[src/rtl/sample_rate_bridge_pkg.sv]
// Shared constants and types for the sample-rate bridge.
package sample_rate_bridge_pkg;

  localparam int OVF_W   = 8;
  localparam int OVF_MAX = 255;

  typedef enum logic {
    MODE_LATEST = 1'b0,
    MODE_QUEUE  = 1'b1
  } mode_t;

endpackage

[src/rtl/sample_rate_bridge_edge_sync.sv]
// Two-flop synchronizer for the slow clock level plus rising-edge detect.
module edge_sync (
  input  logic clk,
  input  logic reset_n,
  input  logic async_in,
  output logic rise_pulse
);

  logic       s1;
  logic       s2;
  logic       p;
  logic [1:0] warm;

  // s2 still carries its reset value for the first two edges, so p is held
  // high until s2 reflects a real sample; a level high at release is not a rise.
  always_ff @(posedge clk or negedge reset_n) begin
    if (!reset_n) begin
      s1   <= 1'b0;
      s2   <= 1'b0;
      p    <= 1'b1;
      warm <= '0;
    end else begin
      s1   <= async_in;
      s2   <= s1;
      warm <= {warm[0], 1'b1};
      p    <= warm[1] ? s2 : 1'b1;
    end
  end

  assign rise_pulse = s2 & ~p;

endmodule

[src/rtl/sample_rate_bridge.sv]
// Bridges producer samples to a slow consumer clock, either latest-value
// (overwrite) or queued (FIFO) delivery, with saturating drop counter.
module sample_rate_bridge
  import sample_rate_bridge_pkg::*;
#(
  parameter int W     = 12,
  parameter int CH    = 2,
  parameter int DEPTH = 4
) (
  input  logic                   clk,
  input  logic                   reset_n,
  input  logic                   slow_clk,
  input  logic                   in_valid,
  input  logic [CH*W-1:0]        data_in,
  input  logic                   mode_queue,
  output logic [CH*W-1:0]        data_out,
  output logic                   out_tick,
  output logic [$clog2(DEPTH):0] fifo_level,
  output logic [OVF_W-1:0]       overflow_cnt
);

  localparam int PTR_W = $clog2(DEPTH);
  localparam int LVL_W = PTR_W + 1;

  logic             tick;
  mode_t            mode_r;
  logic [CH*W-1:0]  hold;
  logic             fresh;
  logic [CH*W-1:0]  mem [DEPTH];
  logic [PTR_W-1:0] wr_ptr;
  logic [PTR_W-1:0] rd_ptr;
  logic [LVL_W-1:0] count;

  logic mode_chg;
  logic is_q;
  logic full;
  logic empty;
  logic q_push;
  logic q_pop;
  logic q_drop;
  logic l_write;
  logic l_load;

  edge_sync u_edge_sync (
    .clk        (clk),
    .reset_n    (reset_n),
    .async_in   (slow_clk),
    .rise_pulse (tick)
  );

  // Pop decisions use the pre-push count, so a push into an empty queue is
  // never forwarded in the same cycle.
  always_comb begin
    mode_chg = (mode_t'(mode_queue) != mode_r);
    is_q     = (mode_r == MODE_QUEUE);
    full     = (count == LVL_W'(DEPTH));
    empty    = (count == '0);
    q_pop    = !mode_chg && is_q && tick && !empty;
    q_push   = !mode_chg && is_q && in_valid && (!full || q_pop);
    q_drop   = !mode_chg && is_q && in_valid && full && !q_pop;
    l_write  = !mode_chg && !is_q && in_valid;
    l_load   = !mode_chg && !is_q && tick && fresh;
  end

  always_ff @(posedge clk) begin
    if (q_push) mem[wr_ptr] <= data_in;
  end

  always_ff @(posedge clk or negedge reset_n) begin
    if (!reset_n) begin
      mode_r       <= MODE_LATEST;
      hold         <= '0;
      fresh        <= 1'b0;
      wr_ptr       <= '0;
      rd_ptr       <= '0;
      count        <= '0;
      data_out     <= '0;
      out_tick     <= 1'b0;
      overflow_cnt <= '0;
    end else begin
      out_tick <= 1'b0;
      if (mode_chg) begin
        mode_r <= mode_t'(mode_queue);
        wr_ptr <= '0;
        rd_ptr <= '0;
        count  <= '0;
        fresh  <= 1'b0;
      end else begin
        if (q_push) wr_ptr <= wr_ptr + 1'b1;
        if (q_pop) begin
          rd_ptr   <= rd_ptr + 1'b1;
          data_out <= mem[rd_ptr];
          out_tick <= 1'b1;
        end
        count <= count + LVL_W'(q_push) - LVL_W'(q_pop);
        if (q_drop && overflow_cnt != OVF_W'(OVF_MAX))
          overflow_cnt <= overflow_cnt + 1'b1;

        if (l_write) hold <= data_in;
        if (l_load) begin
          data_out <= hold;
          out_tick <= 1'b1;
        end
        if (l_write)     fresh <= 1'b1;
        else if (l_load) fresh <= 1'b0;
      end
    end
  end

  assign fifo_level = is_q ? count : LVL_W'(fresh);

endmodule

[config.mk]
export PLATFORM = sky130hd
export DESIGN_NAME = sample_rate_bridge
export DESIGN_NICKNAME = d
export VERILOG_FILES = /design/src/rtl/sample_rate_bridge_pkg.sv /design/src/rtl/sample_rate_bridge_edge_sync.sv /design/src/rtl/sample_rate_bridge.sv
export SDC_FILE = /design/constraint.sdc
export NUM_CORES = 1
export LEC_CHECK = 0
export BUFFER_PORTS_ARGS = -buffer_cell sky130_fd_sc_hd__buf_2
export CAP_MARGIN = 10
export CORE_ASPECT_RATIO = 1.75
export CORE_MARGIN = 1.5
export CORE_UTILIZATION = 45
export CTS_CLUSTER_SIZE = 20
export DETAILED_ROUTE_END_ITERATION = 7
export SLEW_MARGIN = 20
export SYNTH_ARGS = -nofsm -noshare
export SYNTH_HDL_FRONTEND = slang
export SYNTH_SLANG_ARGS = --single-unit
[constraint.sdc]
create_clock -name clk -period 4.47 [get_ports clk]
set_input_delay 0 -clock clk [delete_from_list [all_inputs] [get_ports clk]]
set_output_delay 0 -clock clk [all_outputs]
set_load 0.01 [all_outputs]
==> results.yml, run 1 <==
critical_path:
  critPathArrivalTime_ns: 2.88
  cp_max_fo: 7
  critPathRequiredTime_ns: 4.76
  end_kind: "flop"
  startpoint_type: "flop"
  path_class: "reg2reg"
  r2r_start: "is_q"
  startpoint: "is_q"
timing:
  setup_tns_ns: 0
  tightest_slew_ns: 0.944
  setup_viol: 0
  holdWs_ns: 0.237
  layout_min_cycle_time_ns: 2.59
  max_freq_ghz: 0.387
  maxSlewViolCount: 0
  slew_headroom_pct: 37.1
  finalClockSkew_ns: 0.0122
  hold_viol: 0
  fin_crit_sh_pct: 57.8
  rsz0062_at_grt: "no"
placement:
  placed_cell_area_um2: 7120
  dpl.hpwl_um: 7890
  gp_congestion: 0.746
  io_buffers: 64
global_routing:
  grt_overflow: 0
  grt_pass1_vias: 3921
  grt_max_degree: 72
  track_usage_pct: 19.4
  grt_pass1_wl_um: 21900
  antenna_found_initial: 0
synthesis:
  synth_xor_area_share_pct: 1.44
  synth_edf_count: 96
  syn_nets: 403
  synthTopCellsByArea: "edfxtp_1, dfrtp_1, o22a_1"
  synthesis.area_um2: 6670
  synth_top_cells_by_count: "edfxtp_1, dfrtp_1, o22a_1"
  avgSynthCellArea_um2: 18.3
  syn_inst: 364
  ys_ff_latch: 167
  synth_compound_area_share_pct: 6.71
  yosys.area.top_type: "edfxtp_1"
  yosys_warnings: 0
  yosys.area_share.simple_pct: 4.16
  synth_ff_type: "edfxtp_1"
  synth_top_family_by_area: "multiplexers"
  synth.area.mux_share_pct: 13.1
  ys_types: 42
  synth.top_cell.area_share_pct: 43.2
  ys_seq_area_share_pct: 69.9
  synth_fa_ha_area_share_pct: 1.99
  yosysMostFrequentCell: "edfxtp_1"
  async_flop_share_pct: 42.5
detailed_routing:
  wirelength_um: 13700
  drt_pass1_iterations: 4
  drc: 0
  wl_per_cell_um: 21.0
  dr_total_vias: 3606
  initialDrtViolationCount: 238
  postRouteAntennaNets: 0
  routed_via_density: 5.51
cts:
  cts_max_level: 4
  post_cts_buffers: 0
  cts_max_path_buffers: 2
  cts_root_buf: "clkbuf_16"
  tritoncts: "yes"
  path_clk_slew_ns: 0.07
  clk_latency_ns: 0.41
  numCtsBuffers: 17
  cts.sinks: 167
floorplanning:
  row_count: 58
  dieArea_um2: 15600
  io_pins: 65
  core-area_um2: 14400
  die_h_um: 164
  start_util_pct: 46.2
  fp.dieW_um: 95.0
hold_path:
  min_path_type: "in2reg"
  min-delay-start: "slow_clk"
finish:
  drive_gt1_share_pct: 33.1
  syn2layout_area_growth_pct: 19.5
  antennaDiodeCount: 0
  stdcell_area_um2: 7970
  nets: 500
status:
  status: "completed"
power_and_ir_drop:
  p_per_area_nw_per_um2: 507
  p_leak_uw: 0.00312
  ir_worst_vdd_uv: 290
flow_run:
  drv_cap: 0
cell type report:
type,count,area [um^2]
clock inverter,15,143
inverter,9,33.8
clock buffer,17,425
timing repair buffer,97,641
sequential,167,4660
tap,180,225
multi-input combinational,169,1840
fill,1191,6470
sequential cells by signal, indices dropped and copies added (netlist names):
signal and flops:
mem 96, overflow_cnt 8, out_tick 1, data_out 24
u_edge_sync.p 1, count 3, is_q 1, hold 24
u_edge_sync.s1 1, u_edge_sync.warm 2, rd_ptr 2, fresh 1
u_edge_sync.s2 1, wr_ptr 2
per-layer routing:
layer,track usage [%],wire length [um],up-vias
li1,-,-,1622
met1,23.2,5670,1898
met2,34.8,7530,77
met3,3.61,395,9
met4,6.17,116,0
met5,0,0,-
layout by cell type (no fill, tap or decap), types with 9 or more instances in the layout:
master,Yosys,routed
clkbuf_16,0,17
nor2_1,10,10
inv_1,9,9
dlygate4sd3_1,0,28
o22a_1,48,48
buf_2,6,63
ha_1,9,9
mux2_2,27,27
mux4_2,18,18
dfrtp_1,70,69
edfxtp_1,96,96
worst max-delay path, cell delays in order (launching register included):
cell	delay (ns)
dfrtp_1	0.40
ha_1	0.21
nand2_1	0.06
a31oi_1	0.45
inv_1	0.11
ha_1	0.29
inv_1	0.05
ha_1	0.13
inv_1	0.05
fa_1	0.37
xor2_1	0.17
xnor2_1	0.14
nor2_1	0.05
power breakdown:
part / internal (uW) / switching [uW] / total (uW) / leakage (uW)
Clock: 780 / 621 / 1400 / 0.000274
Combinational: 319 / 306 / 624 / 0.00108
Sequential: 1870 / 146 / 2020 / 0.00177
logic make-up (layout without fill, tap and decap cells):
| family | after synthesis | in the layout |
|---|---|---|
| other | 1 | 1 |
| AO/OA/AOI/OAI | 52 | 52 |
| buffers and inverters | 28 | 138 |
| multiplexers | 52 | 52 |
| XOR/XNOR | 11 | 11 |
| AND/OR/NAND/NOR | 43 | 43 |
| flip-flops | 167 | 167 |
| adder cells (fa/ha/maj) | 10 | 10 |
final timing paths:
kind	end	slack (ns)	depth (start not counted)
worst max-delay path	count[2]	1.88	12
worst min-delay path	u_edge_sync.s1	0.24	2
worst max register to register	count[2]	1.88	12
worst min register to register	u_edge_sync.s2	0.35	0
max in group asynchronous	rd_ptr[0]	3.55	2
min in group asynchronous	hold[9]	0.27	2
per-stage QoR:
| stage | instances | power [uW] | util, % | setup WS [ns] |
|---|---|---|---|---|
| 6_report | 654 | 4040 | 55.2 | 1.88 |
| 5_1_grt | 654 | 4240 | 55.2 | 1.58 |
| 4_1_cts | 654 | 4090 | 55.2 | 1.87 |
| 3_5_place_dp | 594 | 2660 | 49.3 | 1.88 |
| 3_3_place_gp | 594 | 2630 | 49.3 | 1.98 |
| 2_1_floorplan | 364 | 2410 | - | 2.13 |
timing repair:
item / in CTS / in global routing
hold endpoints to repair: 193 / 0
resized for setup: 0 / 0
hold buffers: 28 / 0
No activity file was read; power rests on OpenSTA's default activity.
==> run 2: changes to the inputs <==
PLACE_DENSITY = 0.66   (was default)
clock period = 2.2 ns   (was 4.47 ns; I/O delays follow)
==> results.yml, run 2 (synthesis results as in run 1) <==
critical_path:
  critPathRequiredTime_ns: 2.49
  slowest_delay_ns: 0.39
  path_class: "reg2reg"
  critPathArrivalTime_ns: 2.47
  cp_top_family: "adder cells"
  crit_slowest_cell: "dfrtp_1"
  ff2ff_setup_slack_ns: 0.02
  path_buf_inv: 3
  end_kind: "flop"
  path_cells: "ha_2 > and3b_1 > nand2_4 > inv_2 > ha_4 > inv_2 > ha_4 > inv_2 > fa_2 > xor2_2 > xnor2_1 > nor2_1"
  reg2reg_to: "count[2]"
  r2r_start: "is_q"
  cp_max_fo: 3
  cp_common_cell: "inv_2"
  r2r_cells: 12
  startpoint_type: "flop"
power_and_ir_drop:
  p_sw_uw: 2100
  sw_frac_of_total_pct: 24.7
  p_leak_uw: 0.00331
  p_seq_share_pct: 47.6
  pwr-share-clk_pct: 35.2
  p_comb_share_pct: 17.2
  p_total_uw: 8510
  p_int_uw: 6400
  ir_worst_vdd_uv: 567
  p_per_area_nw_per_um2: 1020
cts:
  tritoncts: "yes"
  clk_latency_ns: 0.41
  path_clk_slew_ns: 0.06
  cts_root_buf: "clkbuf_16"
  cts.sinks: 167
  cts_max_path_buffers: 2
  numCtsBuffers: 17
  cts_max_level: 4
timing:
  finalClockSkew_ns: 0.00985
  slew_headroom_pct: 56.6
  maxSlewViolCount: 0
  layout_min_cycle_time_ns: 2.18
  hold_viol: 0
  fin_crit_sh_pct: 99.3
  tightest_slew_ns: 0.652
  max_freq_ghz: 0.458
  holdWs_ns: 0.165
  setup_viol: 0
  rsz0062_at_grt: "yes"
detailed_routing:
  drc: 0
  wl_per_cell_um: 20.1
  wirelength_um: 13700
  routed_via_density: 5.51
  postRouteAntennaNets: 0
  dr_total_vias: 3757
  initialDrtViolationCount: 134
  drt_pass1_iterations: 4
finish:
  top_register: "mem"
  final_cell_mix: "edfxtp_1, dfrtp_1, buf_2"
  drive_gt1_share_pct: 38.4
  final_common_cell: "edfxtp_1"
  syn2layout_area_growth_pct: 24.5
  largestRegisters: "mem x96, data_out x24, hold x24"
  nFillCells: 1136
  nets: 528
  antennaDiodeCount: 0
  largest_register_ffs: 96
global_routing:
  grt_max_degree: 49
  grt_pass1_wl_um: 21700
  track_usage_pct: 19.3
  grt_pass1_vias: 4071
  grt_overflow: 0
  antenna_found_initial: 0
status:
  status: "completed"
floorplanning:
  core-area_um2: 14400
  die_h_um: 164
  row_count: 58
  fp.dieW_um: 95.0
  dieArea_um2: 15600
  start_util_pct: 46.2
  io_pins: 65
hold_path:
  min_path_type: "in2async"
placement:
  gp_congestion: 0.720
  io_buffers: 64
  dpl.hpwl_um: 8620
flow_run:
  drv_cap: 0
-- run 2: power groups by stage --
stage	Clock [uW]	Combinational, uW	Sequential, uW
2_1_floorplan	0	801	4140
3_3_place_gp	0	1360	4070
3_5_place_dp	0	1410	4110
4_1_cts	3060	1470	4050
5_1_grt	3170	1590	4100
6_report	3000	1460	4050
-- run 2: worst max path at each step --
stage	startpoint	endpoint	slack [ns]	cells after the start
finish	is_q	count[2]	0.02	12
global route	is_q	count[2]	-0.09	12
CTS	count[0]	count[2]	0.006	11
detailed placement	count[0]	count[2]	-0.002	11
global placement	count[0]	count[2]	0.04	11
floorplan	count[2]	count[2]	0.01	11
-- run 2: layout make-up --
type | count | area [um^2] | area share, %
inverters | 9 | 33.8 | 0.407
clock buffers | 22 | 495 | 5.96
flip-flops and latches | 167 | 4660 | 56.1
repair buffers | 125 | 876 | 10.5
multi-input cells | 169 | 1900 | 22.9
well taps | 180 | 225 | 2.71
clock inverters | 10 | 115 | 1.39
-- run 2: worst reg2reg max path, cell delays in order (launching register included) --
cell	delay (ns)
dfrtp_1	0.39
ha_2	0.19
and3b_1	0.22
nand2_4	0.10
inv_2	0.06
ha_4	0.21
inv_2	0.06
ha_4	0.12
inv_2	0.03
fa_2	0.34
xor2_2	0.16
xnor2_1	0.13
nor2_1	0.05
-- run 2: stage by stage --
step	utilization (%)	setup TNS [ns]	worst slack, ns	std cells	area, um^2
2_1_floorplan	-	0	0.0129	364	6720
6_report	57.5	0	0.0165	682	8310
5_1_grt	57.5	-0.0946	-0.0946	682	8310
4_1_cts	57.4	0	0.00650	681	8290
3_3_place_gp	51.2	0	0.0418	620	7390
3_5_place_dp	51.2	-0.00211	-0.00211	620	7390
-- run 2: routing by layer --
metal  GRT usage [%]  vias to the layer above  share of wire (%)
met2            34.7                       91                 55
met1            21.7                     1979                 39
met3            4.49                       13                3.9
met5               0                        -                  0
met4            7.33                        0                1.6
li1                -                     1674                  -
-- run 2: timing repair --
action,CTS,global route
buffers inserted,1,1
hold endpoints to repair,169,0
gates resized for setup,1,3
endpoints found under the setup margin,1,1
hold buffers,28,0
pin swaps,0,4
==> run 3: changes to the inputs <==
SETUP_SLACK_MARGIN = 0.02   (was default)
==> results.yml, run 3 (synthesis results as in run 1) <==
cts:
  cts.sinks: 167
  numCtsBuffers: 17
  cts_root_buf: "clkbuf_16"
  path_clk_slew_ns: 0.06
  cts_max_path_buffers: 2
  clk_latency_ns: 0.41
  cts_max_level: 4
  tritoncts: "yes"
power_and_ir_drop:
  p_total_uw: 8510
  p_per_area_nw_per_um2: 1020
  p_leak_uw: 0.00331
  ir_worst_vdd_uv: 567
floorplanning:
  core-area_um2: 14400
  fp.dieW_um: 95.0
  start_util_pct: 46.2
  row_count: 58
  die_h_um: 164
  io_pins: 65
  dieArea_um2: 15600
detailed_routing:
  initialDrtViolationCount: 152
  wirelength_um: 13700
  postRouteAntennaNets: 0
  wl_per_cell_um: 20.1
  drt_pass1_iterations: 4
  dr_total_vias: 3770
  routed_via_density: 5.52
  drc: 0
placement:
  io_buffers: 64
  gp_congestion: 0.720
  dpl.hpwl_um: 8620
timing:
  finalClockSkew_ns: 0.00761
  slew_headroom_pct: 56.6
  hold_viol: 0
  rsz0062_at_grt: "yes"
  maxSlewViolCount: 0
  layout_min_cycle_time_ns: 2.15
  setup_tns_ns: 0
  holdWs_ns: 0.163
  fin_crit_sh_pct: 97.9
  max_freq_ghz: 0.464
  tightest_slew_ns: 0.652
  setup_viol: 0
finish:
  syn2layout_area_growth_pct: 24.8
  finalCoreUtilization_pct: 57.6
  final_cell_mix: "edfxtp_1, dfrtp_1, buf_2"
  largest_register_ffs: 96
  drive_gt1_share_pct: 38.6
  largestRegisters: "mem x96, data_out x24, hold x24"
  final_common_cell: "edfxtp_1"
  top_register: "mem"
  antennaDiodeCount: 0
  nets: 529
global_routing:
  grt_max_degree: 49
  grt_pass1_vias: 4078
  track_usage_pct: 19.3
  grt_pass1_wl_um: 21700
  antenna_found_initial: 0
  grt_overflow: 0
critical_path:
  critPathArrivalTime_ns: 2.44
  startpoint_type: "flop"
  cp_max_fo: 2
  critPathRequiredTime_ns: 2.48
  end_kind: "flop"
  path_class: "reg2reg"
status:
  status: "completed"
hold_path:
  min_path_type: "in2async"
flow_run:
  drv_cap: 0
run 3: report_power, final:
part / switching [uW] / internal, uW
clock network: 1160 / 1830
logic: 704 / 763
registers: 240 / 3810
run 3: layer usage:
layer / wire length, um / up-vias / track usage (%)
met5: 0 / - / 0
li1: - / 1679 / -
met1: 5480 / 1979 / 21.7
met2: 7560 / 91 / 34.8
met4: 274 / 0 / 7.33
met3: 423 / 21 / 4.49
run 3: cell type report:
cell class	count	area, um^2
Fill cell	1135	6120
Sequential cell	167	4660
Multi-Input combinational cell	169	1900
Timing Repair Buffer	126	887
Clock buffer	22	495
Tap cell	180	225
Clock inverter	10	115
Inverter	9	36.3
run 3: metrics by stage:
stage	worst slack, ns	area (um^2)	std cells
2_1_floorplan	0.0129	6720	364
4_1_cts	0.0118	8290	681
3_5_place_dp	-0.00211	7390	620
5_1_grt	-0.0577	8320	683
3_3_place_gp	0.0418	7390	620
6_report	0.0452	8320	683
run 3: repair_timing:
| item | in CTS | in global routing |
|---|---|---|
| resized for setup | 2 | 4 |
| cloned | 0 | 0 |
| hold endpoints to repair | 169 | 0 |
| pin swaps | 0 | 4 |
| buffers inserted | 1 | 2 |
| endpoints found under the setup margin | 1 | 2 |
| hold buffers | 28 | 0 |
run 3: worst paths after layout:
| path | from | end | slack [ns] | cells after the start |
|---|---|---|---|---|
| hold reg to reg | u_edge_sync.warm[0] | u_edge_sync.warm[1] | 0.35 | 0 |
| setup / recovery | count[2] | count[2] | 0.05 | 11 |
| hold / removal | reset_n | hold[0] | 0.16 | 2 |
| min in group clk | slow_clk | u_edge_sync.s1 | 0.24 | 2 |
| setup reg to reg | count[2] | count[2] | 0.05 | 11 |
| max in group asynchronous | reset_n | u_edge_sync.p | 1.32 | 3 |
run 3: worst max-delay path, stage by stage (launching register included):
cell and delay, ns:
dfrtp_2 0.40, or3_4 0.41, nand2_4 0.08, inv_4 0.04, ha_4 0.20, inv_2 0.06, ha_4 0.12, inv_2 0.03
fa_2 0.34, xor2_2 0.16, xnor2_1 0.13, nor2_1 0.05
